--- src/rtl/x_mem_arb.sv ---
// Two-requester arbiter sharing one single-port memory (round-robin or fixed priority).
// Optional wait timeout/abort is enabled with the X_MEM_ARB_TIMEOUT_EN macro.
module x_mem_arb #(
  parameter int unsigned FIXED_PRIO = 0,
  parameter int unsigned TIMEOUT    = 255
) (
  input  logic        i_clk,
  input  logic        i_rst,
  input  logic        i_r0_valid,
  input  logic        i_r0_rnw,
  input  logic [31:0] i_r0_addr,
  input  logic [31:0] i_r0_data,
  output logic        o_r0_accept,
  output logic [31:0] o_r0_data,
  input  logic        i_r1_valid,
  input  logic        i_r1_rnw,
  input  logic [31:0] i_r1_addr,
  input  logic [31:0] i_r1_data,
  output logic        o_r1_accept,
  output logic [31:0] o_r1_data,
  output logic        o_m_valid,
  output logic        o_m_rnw,
  output logic [31:0] o_m_addr,
  output logic [31:0] o_m_data,
  input  logic        i_m_accept,
  input  logic [31:0] i_m_data,
  output logic [1:0]  o_grant,
  output logic        o_err,
  output logic [7:0]  o_err_cnt
);
  localparam int unsigned AW = 32;
  localparam int unsigned DW = 32;
  localparam int unsigned CW = 8;

  typedef enum logic [1:0] {
    IDLE = 2'd0,
    GNT0 = 2'd1,
    GNT1 = 2'd2
  } state_t;

  typedef struct packed {
    logic          rnw;
    logic [AW-1:0] addr;
    logic [DW-1:0] data;
  } req_t;

  state_t state, state_nxt;
  logic   last, last_nxt;
  req_t   r0_req, r1_req, sel_req;
  logic   sel_valid;
  logic   abort;
  logic   done;

  assign r0_req = {i_r0_rnw, i_r0_addr, i_r0_data};
  assign r1_req = {i_r1_rnw, i_r1_addr, i_r1_data};

  // TIMEOUT must fit the 8-bit wait counter and be nonzero
  assert property (@(posedge i_clk) (TIMEOUT >= 32'd1 && TIMEOUT <= 32'd255));

  always_ff @(posedge i_clk) begin
    if (i_rst) begin
      state <= IDLE;
      last  <= 1'b1;
    end else begin
      state <= state_nxt;
      last  <= last_nxt;
    end
  end

  // Request of the currently granted requester
  always_comb begin
    sel_valid = 1'b0;
    sel_req   = '0;
    case (state)
      GNT0: begin
        sel_valid = i_r0_valid;
        sel_req   = r0_req;
      end
      GNT1: begin
        sel_valid = i_r1_valid;
        sel_req   = r1_req;
      end
      default: ;
    endcase
  end

  always_comb begin
    state_nxt   = state;
    last_nxt    = last;
    o_m_valid   = 1'b0;
    o_m_rnw     = 1'b0;
    o_m_addr    = '0;
    o_m_data    = '0;
    o_r0_accept = 1'b0;
    o_r0_data   = '0;
    o_r1_accept = 1'b0;
    o_r1_data   = '0;
    o_grant     = 2'b00;
    done        = (i_m_accept & sel_valid) | abort;
    case (state)
      IDLE: begin
        // Tie goes to r0 under fixed priority, otherwise to the one not served last
        if (i_r0_valid && i_r1_valid) begin
          if (FIXED_PRIO != 32'd0 || last) begin
            state_nxt = GNT0;
            last_nxt  = 1'b0;
          end else begin
            state_nxt = GNT1;
            last_nxt  = 1'b1;
          end
        end else if (i_r0_valid) begin
          state_nxt = GNT0;
          last_nxt  = 1'b0;
        end else if (i_r1_valid) begin
          state_nxt = GNT1;
          last_nxt  = 1'b1;
        end
      end
      GNT0, GNT1: begin
        o_m_valid = sel_valid & ~abort;
        o_m_rnw   = sel_req.rnw;
        o_m_addr  = sel_req.addr;
        o_m_data  = sel_req.data;
        o_grant   = (state == GNT0) ? 2'b01 : 2'b10;
        if (state == GNT0) begin
          o_r0_accept = done;
          o_r0_data   = abort ? '0 : i_m_data;
        end else begin
          o_r1_accept = done;
          o_r1_data   = abort ? '0 : i_m_data;
        end
        if (i_m_accept || !sel_valid || abort) begin
          state_nxt = IDLE;
        end
      end
      default: state_nxt = IDLE;
    endcase
  end

`ifdef X_MEM_ARB_TIMEOUT_EN
  logic [CW-1:0] wait_cnt;
  logic [CW-1:0] err_cnt;

  // A real accept in the timeout cycle takes precedence over the abort
  assign abort = (state != IDLE) && sel_valid && !i_m_accept && (wait_cnt == CW'(TIMEOUT));

  always_ff @(posedge i_clk) begin
    if (i_rst) begin
      wait_cnt <= '0;
      err_cnt  <= '0;
    end else begin
      if (state == IDLE) begin
        wait_cnt <= '0;
      end else if (!i_m_accept) begin
        wait_cnt <= wait_cnt + CW'(1);
      end
      if (abort && err_cnt != '1) begin
        err_cnt <= err_cnt + CW'(1);
      end
    end
  end

  assign o_err     = abort;
  assign o_err_cnt = err_cnt;
`else
  assign abort     = 1'b0;
  assign o_err     = 1'b0;
  assign o_err_cnt = '0;
`endif

endmodule

--- config.mk ---
export PLATFORM = sky130hd
export DESIGN_NAME = x_mem_arb
export DESIGN_NICKNAME = d
export VERILOG_FILES = /design/src/rtl/x_mem_arb.sv
export SDC_FILE = /design/constraint.sdc
export NUM_CORES = 1
export LEC_CHECK = 0
export CAP_MARGIN = 20
export CORE_AREA = 2 2 122 124
export CTS_CLUSTER_SIZE = 10
export DETAILED_ROUTE_END_ITERATION = 6
export DIE_AREA = 0 0 124 126
export PLACE_DENSITY_LB_ADDON = 0.12
export SYNTH_ARGS = -nofsm -noshare
export SYNTH_HDL_FRONTEND = slang
export SYNTH_SLANG_ARGS = --single-unit
--- constraint.sdc ---
create_clock -name i_clk -period 1.2 [get_ports i_clk]
set_input_delay 0.12 -clock i_clk [delete_from_list [all_inputs] [get_ports i_clk]]
set_output_delay 0.12 -clock i_clk [all_outputs]
set_load 0.01 [all_outputs]
==> results of run 1 <==
## power groups by stage
stage / Clock [mW] / Sequential (mW) / Combinational [mW]
after floorplan: 0 / 0.123 / 1.13
after global placement: 0 / 0.123 / 2.52
after detailed placement: 0 / 0.124 / 2.54
after CTS: 0.543 / 0.122 / 3.13
after global routing: 0.554 / 0.127 / 3.60
final: 0.528 / 0.126 / 3.39
## kinds of logic (layout without fill, tap and decap cells)
group / Yosys count / in the layout
buf+inv: 40 / 379
fa+ha+maj: 5 / 5
simple gates: 139 / 139
compound gates: 72 / 72
other cells: 1 / 9
flops: 3 / 3
## final cells by class
cell class	instances	area [sq um]	area share, %
Inverter	3	21.27	0.3268
Tap cell	184	230.2	3.537
Timing Repair Buffer	372	3920	60.23
Multi-Input combinational cell	225	2191	33.66
Sequential cell	3	67.56	1.038
Clock buffer	4	78.83	1.211
## cells in the mapped netlist (all sizes together)
library cell / instances
a22oi: 65
and2: 65
nor2b: 65
buf: 24
clkbuf: 13
ha: 5
dfxtp: 3
inv: 3
and3: 2
o32ai: 2
a211o: 1
a21oi: 1
a22o: 1
a31oi: 1
a32oi: 1
and2b: 1
conb: 1
nand2: 1
nand2b: 1
nand4b: 1
nor2: 1
nor3b: 1
or2: 1
## layer usage
metal / vias to the layer above / track usage [%] / share of wire [%]
li1: 1589 / - / -
met1: 1491 / 15.63 / 35
met2: 177 / 30.51 / 55
met3: 6 / 3.306 / 9.1
met4: 0 / 2.313 / 0.74
met5: - / 0 / 0
## final timing paths
path | from | to | cells past startpoint
max reg2reg | state[1] | state[1] | 7
min | i_rst | state[0] | 2
max | state[0] | o_r1_data[9] | 7
min reg2reg | last | last | 2
## metrics by stage
| stage | instances | setup TNS (ns) |
|---|---|---|
| 2_1_floorplan | 268 | -8.083 |
| 3_3_place_gp | 743 | -78.28 |
| 3_5_place_dp | 743 | -80.16 |
| 4_1_cts | 780 | -63.79 |
| 5_1_grt | 791 | -68.75 |
| 6_report | 791 | -61.77 |
## what timing repair did
item / 4_1_cts / 5_1_grt
pin swaps: 11 / 16
endpoints found under the setup margin: 136 / 137
setup buffers: 24 / 12
cloned: 10 / 5
resized for setup: 658 / 92
## flip-flops by register name, indices dropped and copies added, names as in the netlist
| register | flops |
|---|---|
| last | 1 |
| state | 2 |
==> qor.csv, run 1 <==
metric;value;unit
status;finished, violations left;
failed_checks;negative setup slack;
start_kind;flip-flop;
grt_pass1_wl;18020;um
max_stage_delay;0.38;ns
rsz0062_at_grt;true;
ant_nets;0;
io_buffers;300;
p_sw_share;32.57;%
drtIter0Drc;56;
ys_seq_area_share;3.412;%
drive_gt1_share;62.60;%
endpoint_kind;primary output;
clock_skew;0.001147;ns
start_util;12.30;%
drv_slew;0;
dr.pass1.iters;4;
intPower;2.729;mW
globalRouteTotalUtil;15.07;%
synthXorXnorAreaFrac;0;%
wl_per_cell;16.84;um
antenna_found_initial;0;
final_cell_mix;clkdlybuf4s50_1 (166), buf_6 (97), buf_2 (62);
ys_top_cells_by_area;a22oi_1 (28%), nor2b_1 (23%), and2_1 (23%);
synth-adder-area-share;3.554;%
leakagePower;2.666;nW
dp_hpwl;9507;um
numCtsBuffers;3;
vias_per_cell;4.125;
crit_required;1.08;ns
synth-simple-area-share;49.82;%
ios;310;
dieWidth;124;um
rrSetupSlack;-0.28;ns
p_clk_share;13.1;%
crit_buf_inv;4;
fillCellCount;1413;
cts_max_level;1;
synth_top_family_by_area;simple AND/OR/NAND/NOR gates;
ys_warn_count;0;
comb_power_share;83.8;%
synth_cells;260;
grt.overflow.total;0;
crit_fanout;10;
path_clk_slew;0.03;ns
wl;13320;um
drc_errors;0;
synth_mux_area_share;0;%
dp_slack;-0.7044;ns
power_density;621.7;nW/um^2
ctsHoldBuffers;0;
core_area;14310;sq um
design_area;6509;sq um
crit_chain;inv_6, ha_4, and2b_2, buf_12, buf_12, and2_4, buf_6;
dpl_cell_area;5560;sq um
synth_top_area_share;27.72;%
grt_start_max_net_pins;22;
utilization;45.47;%
clkSinkCount;3;
ys_ff_latch;3;
setup_slack;-0.5657;ns
insertion_delay;0.22;ns
grt_pass1_vias;3252;
p_seq_share;3.1;%
clockBufferDepth;2;
final_common_cell;clkdlybuf4s50_1;
vias;3263;
fin_hold_ws;0.5992;ns
rows;44;
critPathSlowestCell;dfxtp_4;
cap_violations;0;
critPathTopFamily;buffers and inverters;
area_growth;269.7;%
vdd_drop_max;342.4;uV
max_freq;566.3;MHz
cp_common_cell;buf_12;
n_antenna_cell;0;
die-height;126;um
routabilityCongestion;0.7223;
crit_type;flip-flop to primary output;
die_area;15620;sq um
yosysTopAreaCell;a22oi_1;
cts_root_buf;clkbuf_16;
finalHoldViolCount;0;
synth_area;1760;sq um
finalNetCount;780;
worstPathArrival;1.65;ns
power;4.047;mW
p_sw;1.318;mW
synth_cell_types;27;
fin_crit;1.766;ns
finalSetupViolCount;135;
synth_compound_area_share;30.85;%
final.period_utilization;147.1;%
cts_tree;yes;
synth.avg_cell_area;6.771;sq um
hp-class;input port to flip-flop;
Power figures use the tool's default switching activity.
==> inputs of run 2 (changes only) <==
- CELL_PAD_IN_SITES_DETAIL_PLACEMENT: default -> 0
- CELL_PAD_IN_SITES_GLOBAL_PLACEMENT: default -> 2
- CORE_AREA: 2 2 122 124 -> default
- CORE_UTILIZATION: default -> 10
- DIE_AREA: 0 0 124 126 -> default
==> qor.csv, run 2 (synthesized netlist as in run 1, its figures left out) <==
metric;value;unit;change
drive_gt1_share;58.14;%;-4.5 points
insertion_delay;0.22;ns;about the same
finalSetupViolCount;135;;unchanged
max_stage_delay;0.34;ns;-0.04 ns
top_register;state;;
p_sw;1.189;mW;-9.8%
dp_hpwl;9301;um;-2.2%
cts_root_buf;clkbuf_16;;
vias;3222;;-1.3%
fin_crit;1.766;ns;+0.0005740 ns
drv_slew;0;;unchanged
final_common_cell;clkdlybuf4s50_1;;
leakagePower;2.457;nW;-7.8%
max_freq;566.1;MHz;about the same
dieWidth;134.7;um;+8.6%
grt_start_max_net_pins;26;;+18%
tns;-59.67;ns;+2.107 ns
clock_skew;0.0002262;ns;-0.0009212 ns
status;finished, violations left;;
critPathSlowestCell;dfxtp_4;;
area_growth;244.4;%;
rrSetupSlack;-0.41;ns;-0.13 ns
start_util;10.21;%;-2.1 points
crit_required;1.08;ns;about the same
largest_reg_flops;2;;unchanged
final_cell_mix;clkdlybuf4s50_1 (166), buf_2 (82), a22oi_2 (64);;
finalNetCount;763;;-2.2%
p_clk_share;14.4;%;+1.3 points
power_density;594.4;nW/um^2;-4.4%
wl;12170;um;-8.7%
vias_per_cell;3.953;;-4.2%
clkSinkCount;3;;unchanged
grt_pass1_wl;17970;um;-0.27%
grt.overflow.total;0;;unchanged
antenna_found_initial;0;;unchanged
io_buffers;300;;unchanged
intPower;2.415;mW;-12%
die_area;18140;sq um;+16%
drtIter0Drc;46;;-18%
p_seq_share;3.3;%;+0.2 points
cts_tree;yes;;
final.period_utilization;147.2;%;about the same
dp.cells;786;;+5.8%
vdd_drop_max;237.0;uV;-31%
routabilityCongestion;0.7395;;+2.4%
dp_slack;-0.7062;ns;-0.001827 ns
drc_errors;0;;unchanged
crit_type;flip-flop to primary output;;
endpoint_kind;primary output;;
cap_violations;0;;unchanged
power;3.604;mW;-11%
ios;310;;unchanged
rsz0062_at_grt;true;;
crit_fanout;6;;-4
n_antenna_cell;0;;unchanged
path_clk_slew;0.03;ns;about the same
clockBufferDepth;2;;unchanged
wl_per_cell;14.93;um;-11%
utilization;35.18;%;-10 points
grt_pass1_vias;3244;;-0.25%
crit_chain;buf_4, ha_4, and2b_4, buf_12, buf_16, and2_1, buf_2;;
failed_checks;negative setup slack;;
globalRouteTotalUtil;12.58;%;-2.5 points
reg.largest.list;state x2, last x1;;
worstPathArrival;1.65;ns;about the same
start_kind;flip-flop;;
rows;48;;+9.1%
numCtsBuffers;3;;unchanged
hp-class;flip-flop to flip-flop;;
cts_max_level;1;;unchanged
register_area;65.06;sq um;-3.7%
p_sw_share;33.00;%;+0.43 points
dr.pass1.iters;4;;unchanged
finalHoldViolCount;0;;unchanged
setup_slack;-0.5663;ns;-0.0005740 ns
ant_nets;0;;unchanged
fillCellCount;1822;;+29%
multi_input_area;2156;sq um;-1.6%
comb_power_share;82.3;%;-1.5 points
die-height;134.7;um;+6.9%
core_area;17240;sq um;+20%
fin_cells;815;;+3.0%
-- run 2: cell count changes in the layout (fill, tap and decap cells not counted), sizes merged --
cell / previous run / this run
buf: 200 / 185
clkbuf: 9 / 4
clkdlybuf4s15: 0 / 3
-- run 2: cell type report --
| class | count | share of cell area [%] |
|---|---|---|
| multi-input cells | 225 | 35.56 |
| clock buffers | 4 | 1.300 |
| well taps | 225 | 4.643 |
| repair buffers | 355 | 57.16 |
| inverters | 3 | 0.2683 |
| flip-flops and latches | 3 | 1.073 |
-- run 2: repair_timing --
item                       in CTS  in global routing
pin swaps                      18                 19
gates cloned                    9                  0
setup endpoints to repair     136                136
resized for setup             638                 35
hold buffers                    0                  0
buffers inserted               17                  3
-- run 2: path summary, 6_finish.rpt --
kind / startpoint / end / depth (start not counted)
max: state[0] / o_r1_data[29] / 7
min: state[1] / state[1] / 2
max reg2reg: state[0] / state[1] / 7
min reg2reg: state[1] / state[1] / 2
-- run 2: critical path: cells and delay by family (launching register included) --
family,cells,cell delay [ns]
fa+ha+maj,1,0.17
simple gates,2,0.40
buf+inv,4,0.51
flops,1,0.34
-- run 2: per-stage QoR --
step                      area, sq um  hold WS [ns]
after detailed placement         5612        0.5574
after global placement           5612        0.5475
after floorplan                  2223        0.2266
final                            6063        0.5492
after CTS                        5952        0.5654
after global routing             6063        0.5789
-- run 2: power groups by stage --
stage,sequential [mW],clock [mW],combinational [mW]
2_1_floorplan,0.123,0,1.13
3_3_place_gp,0.123,0,2.57
3_5_place_dp,0.124,0,2.56
4_1_cts,0.121,0.526,2.94
5_1_grt,0.122,0.539,3.18
6_report,0.121,0.518,2.97
-- run 2: metal layers --
metal / global-route usage, % / wire, um / vias up
li1: - / - / 1559
met1: 13.07 / 4270 / 1471
met2: 24.91 / 6548 / 188
met3: 4.279 / 1290 / 4
met4: 0.9988 / 61 / 0
met5: 0 / 0 / -
